### config.mk
export PLATFORM = sky130hd
export DESIGN_NAME = bus_dir_ctrl
export DESIGN_NICKNAME = d
export VERILOG_FILES = /design/src/rtl/bus_dir_pkg.sv /design/src/rtl/dir_ctrl_cnt.sv /design/src/rtl/bus_dir_ctrl.sv
export SDC_FILE = /design/constraint.sdc
export NUM_CORES = 1
export LEC_CHECK = 0
export BUFFER_PORTS_ARGS = -buffer_cell sky130_fd_sc_hd__buf_4
export CAP_MARGIN = 5
export CORE_MARGIN = 4
export CORE_UTILIZATION = 48
export DETAILED_ROUTE_END_ITERATION = 8
export PLACE_DENSITY_LB_ADDON = 0.2
export SETUP_SLACK_MARGIN = 0.05
export SLEW_MARGIN = 40
export SYNTH_ARGS = -nofsm -noshare
export SYNTH_HDL_FRONTEND = slang
export SYNTH_HIERARCHICAL = 1
export SYNTH_SLANG_ARGS = --single-unit
### constraint.sdc
create_clock -name clk -period 2.27 [get_ports clk]
set_input_delay 0 -clock clk [delete_from_list [all_inputs] [get_ports clk]]
set_output_delay 0 -clock clk [all_outputs]
set_load 0.02 [all_outputs]
### src/rtl/bus_dir_pkg.sv
// bus_dir_pkg -- shared types and constants for the bus direction controller.
// Holds the FSM state encoding, the default TURN / LEN_W values and the
// transceiver direction encodings used by bus_dir_ctrl and its counter.
package bus_dir_pkg;

   typedef enum logic [1:0] {
      ST_IDLE    = 2'd0,
      ST_SETUP   = 2'd1,
      ST_XFER    = 2'd2,
      ST_RELEASE = 2'd3
   } state_t;

   localparam int TURN_DEF  = 2;
   localparam int LEN_W_DEF = 4;

   // Transceiver DIR pin encoding.
   localparam logic DIR_AB = 1'b1;
   localparam logic DIR_BA = 1'b0;

   // The shared counter must hold both TURN-1 (at most 6, three bits) and a
   // full beat length, so it is as wide as whichever needs more bits.
   function automatic int cnt_width(input int len_w);
      return (len_w > 3) ? len_w : 3;
   endfunction

endpackage

### src/rtl/dir_ctrl_cnt.sv
// dir_ctrl_cnt -- loadable down-counter with zero flag.
// A single instance times both the turnaround (SETUP) interval and the
// beat (XFER) interval of bus_dir_ctrl. Load wins over decrement, and the
// count saturates at zero rather than wrapping.
module dir_ctrl_cnt
   import bus_dir_pkg::*;
#(
   parameter int W = 4
) (
   input  logic         clk,
   input  logic         rst,
   input  logic         load,
   input  logic [W-1:0] load_val,
   input  logic         dec,
   output logic         zero
);

   logic [W-1:0] cnt;

   // Counter register: load a new interval, otherwise count down to zero.
   always_ff @(posedge clk or posedge rst) begin
      if (rst) begin
         cnt <= '0;
      end else if (load) begin
         cnt <= load_val;
      end else if (dec && (cnt != '0)) begin
         cnt <= cnt - W'(1);
      end
   end

   assign zero = (cnt == '0);

endmodule

### src/rtl/bus_dir_ctrl.sv
// bus_dir_ctrl -- direction / enable sequencer for a bidirectional bus
// transceiver (active-low enable g, direction dir).
// A granted transfer runs IDLE -> SETUP -> XFER -> RELEASE. SETUP keeps the
// transceiver isolated for TURN cycles when the direction flips (1 cycle
// otherwise), XFER enables it for len+1 beats, RELEASE isolates it again
// and pulses done.
// Optional build macro: FAIR_ARB_EN -- when defined, simultaneous requests
// alternate against the last served direction instead of favouring A->B.
module bus_dir_ctrl
   import bus_dir_pkg::*;
#(
   parameter int TURN  = TURN_DEF,
   parameter int LEN_W = LEN_W_DEF
) (
   input  logic             clk,
   input  logic             rst,
   input  logic             req_ab,
   input  logic             req_ba,
   input  logic [LEN_W-1:0] len,
   output logic             g,
   output logic             dir,
   output logic             beat,
   output logic             done,
   output logic             busy
);

   localparam int CNT_W = cnt_width(LEN_W);

   state_t             state;
   state_t             state_nxt;
   // dir_q is updated only at grant, so it also serves as the
   // last-served direction for the fair arbiter.
   logic               dir_q;
   logic [LEN_W-1:0]   len_q;
   logic               req_any;
   logic               grant;
   logic               grant_dir;
   logic [CNT_W-1:0]   turn_val;
   logic               cnt_load;
   logic               cnt_dec;
   logic [CNT_W-1:0]   cnt_val;
   logic               cnt_zero;

   dir_ctrl_cnt #(
      .W (CNT_W)
   ) u_cnt (
      .clk      (clk),
      .rst      (rst),
      .load     (cnt_load),
      .load_val (cnt_val),
      .dec      (cnt_dec),
      .zero     (cnt_zero)
   );

   // Arbitration: pick the direction to grant and its SETUP length.
   always_comb begin
      req_any = req_ab | req_ba;
`ifdef FAIR_ARB_EN
      if (req_ab && req_ba) begin
         grant_dir = ~dir_q;
      end else begin
         grant_dir = req_ab ? DIR_AB : DIR_BA;
      end
`else
      grant_dir = req_ab ? DIR_AB : DIR_BA;
`endif
      // Counter runs from turn_val down to zero, so SETUP lasts turn_val+1.
      turn_val = (grant_dir != dir_q) ? CNT_W'(TURN - 1) : '0;
   end

   // State register.
   // NOTE: sequential state uses non-blocking assignments so every flop
   // samples pre-edge values regardless of process evaluation order.
   always_ff @(posedge clk or posedge rst) begin
      if (rst) begin
         state <= ST_IDLE;
      end else begin
         state <= state_nxt;
      end
   end

   // Next-state logic and counter control.
   // NOTE: every output of this block gets a default first, so no path
   // through the case statement can leave a latch behind.
   always_comb begin
      state_nxt = state;
      grant     = 1'b0;
      cnt_load  = 1'b0;
      cnt_dec   = 1'b0;
      cnt_val   = turn_val;
      unique case (state)
         ST_IDLE: begin
            if (req_any) begin
               grant     = 1'b1;
               cnt_load  = 1'b1;
               state_nxt = ST_SETUP;
            end
         end
         ST_SETUP: begin
            if (cnt_zero) begin
               cnt_load  = 1'b1;
               cnt_val   = CNT_W'(len_q);
               state_nxt = ST_XFER;
            end else begin
               cnt_dec = 1'b1;
            end
         end
         ST_XFER: begin
            if (cnt_zero) begin
               state_nxt = ST_RELEASE;
            end else begin
               cnt_dec = 1'b1;
            end
         end
         ST_RELEASE: begin
            // A request still held at the end of a transfer goes straight
            // into the next SETUP, so the transceiver is isolated for only
            // RELEASE plus SETUP between back-to-back transfers.
            if (req_any) begin
               grant     = 1'b1;
               cnt_load  = 1'b1;
               state_nxt = ST_SETUP;
            end else begin
               state_nxt = ST_IDLE;
            end
         end
         default: state_nxt = ST_IDLE;
      endcase
   end

   // Grant-time capture of direction and beat length.
   always_ff @(posedge clk or posedge rst) begin
      if (rst) begin
         dir_q <= DIR_BA;
         len_q <= '0;
      end else if (grant) begin
         dir_q <= grant_dir;
         len_q <= len;
      end
   end

   // Output decode: purely from state so reset forces them immediately.
   always_comb begin
      g    = 1'b1;
      beat = 1'b0;
      done = 1'b0;
      busy = 1'b1;
      unique case (state)
         ST_IDLE:    busy = 1'b0;
         ST_SETUP:   g    = 1'b1;
         ST_XFER: begin
            g    = 1'b0;
            beat = 1'b1;
         end
         ST_RELEASE: done = 1'b1;
         default:    busy = 1'b0;
      endcase
   end

   assign dir = dir_q;

endmodule

---- Word level (Yosys, flattened, before mapping) ----
Index checks and enable logic that the tools add are counted.
storage, ports and cells
  logic and storage cells ................. 42
  register bits after elaboration ......... 11
operators by class
  $add $sub $neg .......................... 1
  bitwise operators ....................... 1
  mux-type cells .......................... 21
  eq/ne operators ......................... 7
  reductions and logical operators ........ 8
operators with widths
  cell                                                                 count
  4-bit two-way mux                                                    4
  1-bit two-way mux                                                    12
  2-bit one-hot mux with 4 select lines                                1
  2-bit two-way mux                                                    3
  2-bit != test (second input constant)                                3
  2-bit == test (second input constant)                                2
  4-bit zero test                                                      1
  4-bit nonzero test                                                   1
  2-bit OR reduction                                                   2
  4-bit by 1-bit subtractor with 4-bit output (second input constant)  1
  3-bit AND reduction                                                  1
  2-bit by 1-bit == test with 1-bit output (second input constant)     1
  2-bit zero test                                                      1
  1-bit one-hot mux with 2 select lines                                1
  2-bit nonzero test                                                   1
  1-bit logical AND                                                    1
  1-bit != test                                                        1
  1-bit OR                                                             1

---- Depth between registers and ports, before layout ----
  depth in word-level cells ............... 6
  mapped depth ............................ 9
  mapped depth without buffers ............ 9

---- Cells and area by module ----
Netlist, hierarchy kept.
by module, submodules not included
  module        cells each  times used  area each (um2)  sequential area each (um2)
  bus_dir_ctrl  43          1           475.5            175.2
  dir_ctrl_cnt  28          1           261.5            100.1

---- Least setup slack after synthesis ----
Ideal clock, no wire load.
  kind .................................... flip-flop to flip-flop
  start point ............................. reg u_cnt.cnt[0]
  end point ............................... reg u_cnt.cnt[3]
  period minus slack after synthesis ...... 2106 ps
  setup time .............................. 126 ps
  stages on the path, launching flop included .. 10
  data arrival time ....................... 1980 ps
  slack ................................... 164 ps
  data required time ...................... 2144 ps
  path buffers ............................ 1
  cell sequence ........................... dfrtp_1 -> inv_1 -> ha_1 -> or3b_4 -> inv_1 -> nand2_1 -> a21oi_1 -> clkbuf_1 -> nor3_1 -> a221o_1
RTL lines
  what                                                            line                 text
  from (decl)                                                     dir_ctrl_cnt.sv:18   logic [W-1:0] cnt;
  from (signal assigned)                                          dir_ctrl_cnt.sv:25   cnt <= load_val;
  from (signal assigned)                                          dir_ctrl_cnt.sv:27   cnt <= cnt - W'(1);
  4-bit zero test (*)                                             dir_ctrl_cnt.sv:31   assign zero = (cnt == '0);
  via cnt_zero                                                    bus_dir_ctrl.sv:42   logic cnt_zero;
  1-bit two-way mux (*)                                           bus_dir_ctrl.sv:100  if (cnt_zero) begin
  1-bit one-hot mux with 2 select lines (*)                       bus_dir_ctrl.sv:91   unique case (state)
  via cnt_load                                                    bus_dir_ctrl.sv:39   logic cnt_load;
  4-bit two-way mux / 2-bit nonzero test (equally long branches)  --
Mark *: on every way through the listed nets, which the timed path passes. The rest lies on a longest branch. The select of a mux whose other input is x is not followed.
A chain may end at the register's enable or synchronous reset.

---- Worst setup path after layout ----
Same ends and word-level chain as after synthesis.

==> results.cfg <==
[status]
status = finished clean

[power]
power_frac_comb = 0.667
total_power_mw = 1.51
p_sw_mw = 0.616
pwr-share-clk = 0.088
switching_share = 0.409
p_per_area_nw_per_um2 = 1580
pwr-share-seq = 0.244
ir_drop_mv = 1.12
power_leakage_nw = 0.479
intPower_mw = 0.891

[logic_synthesis]
synthArstFlopShare = 1.00
synth_top_area_cell = dfrtp_1
synth_top_area_frac = 0.374
netlist_instances = 71
ys_warn_count = 6
yosysMostFrequentCell = dfrtp_1
yosys-top-cells-count = 11 x dfrtp_1, 9 x inv_1, 7 x ha_1
ys_seq_elements = 11
ys_types = 29
dominantRegCellSynth = dfrtp_1
synth.avg_cell_area_sq_um = 10.4
synth-seq-area-share = 0.374
synth_area_leaders = dfrtp_1 37%, ha_1 12%, mux2_4 10%, inv_1 4.6%, a21oi_1 4.1%
synth_edf_count = 0
synthesis.nets = 86
synth_area_sq_um = 737

[critical_path]
worstSetupStartpointType = register
crit_fanout = 6
crit_required_ns = 2.42
worstPathArrival_ns = 2.21
slowest_stage = or3b_4
crit_buf_inv = 2
crit_path_end_kind = register
crit_chain = inv_1 > ha_1 > or3b_4 > inv_2 > nand2_1 > a21oi_4 > nor3_1 > a221o_1
path_class = register to register
cpPeakStageDelay_ns = 0.43
cp_top_family = simple AND/OR/NAND/NOR gates

[timing]
tightest_slew_ns = 0.303
slew_headroom = 0.797
fin_tns_setup_ns = 0
fin_ws_ns = 0.210
skew_ns = 0.0103
min_period_over_period = 0.908
slew_viol_final = 0
finalHoldViolCount = 0
setup_viol = 0
min_period_ns = 2.06
rsz0062_at_grt = false
fmax_mhz = 485

[detailed_routing]
drc = 0
drt_first_iter_violations = 7
route.vias.total = 584
wl_per_cell_um = 13.3
final_antenna_net_count = 0
routed_wl_um = 1450
via_per_inst = 5.36
first_pass_iters = 3

[final_layout]
num-nets-final = 110
nFillCells = 122
register_area_sq_um = 275
multi_input_area_sq_um = 424
num_antenna_cells = 0
layout-drive-gt1-share = 0.330
syn_to_final_growth_pct = 29.2

[global_routing]
grt_pass1_vias = 580
grt_pass1_wl_um = 2470
use_met3 = 0.0575
track_usage = 0.163
busiest_layer = met2
overflow = 0
use_met1 = 0.184
grt_start_max_net_pins = 8
met2_usage = 0.287
antenna_found_initial = 0

[clock_tree]
clock_path_buffers = 2
cts_tree = done
cts_made_buffers = 3
cts_root_buf = clkbuf_4
clk_pin_slew_worst_paths_ns = 0.08
numClockSinks = 11
clock_latency_ns = 0.28
htreeDepth = 1
cts_setup_buffers = 0

[floorplan]
core.rowCount = 13
dieHeight_um = 47.2
start_util = 0.539
fp.coreArea_sq_um = 1370
dieArea_sq_um = 2230
io_pins = 13
fp.dieW_um = 47.2

[placed_design]
place_ws_ns = 0.0967
hpwl_um = 1150
io_buffers = 12
place.gp.congestion = 0.819

[flow_run]
cap_viol_max_count = 0

[worst_hold_path]
hp-class = input pin to register
==> layout make-up <==
type                            instances  share of cell area
Timing Repair Buffer                   21               0.181
Tap cell                               15              0.0197
Sequential cell                        11               0.289
Multi-Input combinational cell         49               0.445
Inverter                                9              0.0355
Clock inverter                          1             0.00526
Clock buffer                            3              0.0237
==> cells in the final DEF (no fill, tap or decap), drive strengths merged, types with 2 or more instances in the layout <==
cell and count:
inv 9, nand2 4, and3 4, buf 15
o21ai 2, dfrtp 11, ha 7, nor2 3
a21oi 6, clkbuf 3, dlygate4sd3 6, nor3 2
mux2 6
==> per-layer routing <==
metal	share of wire	up-vias
met3	0.034	3
met1	0.44	283
met2	0.52	6
met5	0	-
li1	-	292
met4	0.0096	0
==> sequential cells by signal, indices dropped and copies added, names as in the netlist <==
name and count:
len_q 4, u_cnt/cnt 4, state 2, dir 1
==> worst paths after layout <==
kind	start	to	slack, ns	cells after the start
min reg2reg	len_q[2]$_DFFE_PP0P_	len_q[2]$_DFFE_PP0P_	0.52	1
max	u_cnt/cnt[0]$_DFFE_PP0P_	u_cnt/cnt[3]$_DFFE_PP0P_	0.21	8
max reg2reg	u_cnt/cnt[0]$_DFFE_PP0P_	u_cnt/cnt[3]$_DFFE_PP0P_	0.21	8
min in group asynchronous	rst	u_cnt/cnt[0]$_DFFE_PP0P_	0.15	3
min	req_ba	state[0]$_DFFE_PP0P_	0.12	4
max in group asynchronous	rst	dir$_DFFE_PP0P_	1.81	3
==> cells by family after synthesis <==
| kind of cell | after synthesis | share of synthesized area |
|---|---|---|
| compound gates | 15 | 0.138 |
| buf+inv | 11 | 0.0662 |
| simple gates | 20 | 0.175 |
| fa+ha+maj | 7 | 0.119 |
| mux | 6 | 0.117 |
| flops | 11 | 0.374 |
| xor+xnor | 1 | 0.0119 |
==> power by group through the flow <==
stage | combinational, mW | sequential (mW) | clock [mW]
floorplan | 0.734 | 0.361 | 0
global placement | 0.942 | 0.370 | 0
detailed placement | 0.966 | 0.372 | 0
CTS | 0.990 | 0.371 | 0.139
global route | 1.10 | 0.383 | 0.149
finish | 1.01 | 0.368 | 0.133
==> timing repair <==
action	4_1_cts	5_1_grt
endpoints found under the setup margin	1	2
pin swaps	0	0
resized for setup	1	2
hold buffers	6	0
endpoints found under the hold margin	16	0
==> metrics by stage <==
stage / hold slack [ns] / instance area (sq um) / instances / utilization
after floorplan: -0.234 / 737 / 71 / -
after global placement: -0.0920 / 853 / 99 / 0.625
after detailed placement: -0.0893 / 853 / 99 / 0.625
after CTS: 0.112 / 945 / 109 / 0.691
after global routing: 0.162 / 952 / 109 / 0.697
final: 0.117 / 952 / 109 / 0.697
==> worst min-delay path, stage by stage <==
cell	delay (ns)
buf_4	0.08
o21a_1	0.10
nor3_1	0.04
a2bb2oi_1	0.14
Power figures use the tool's default switching activity.
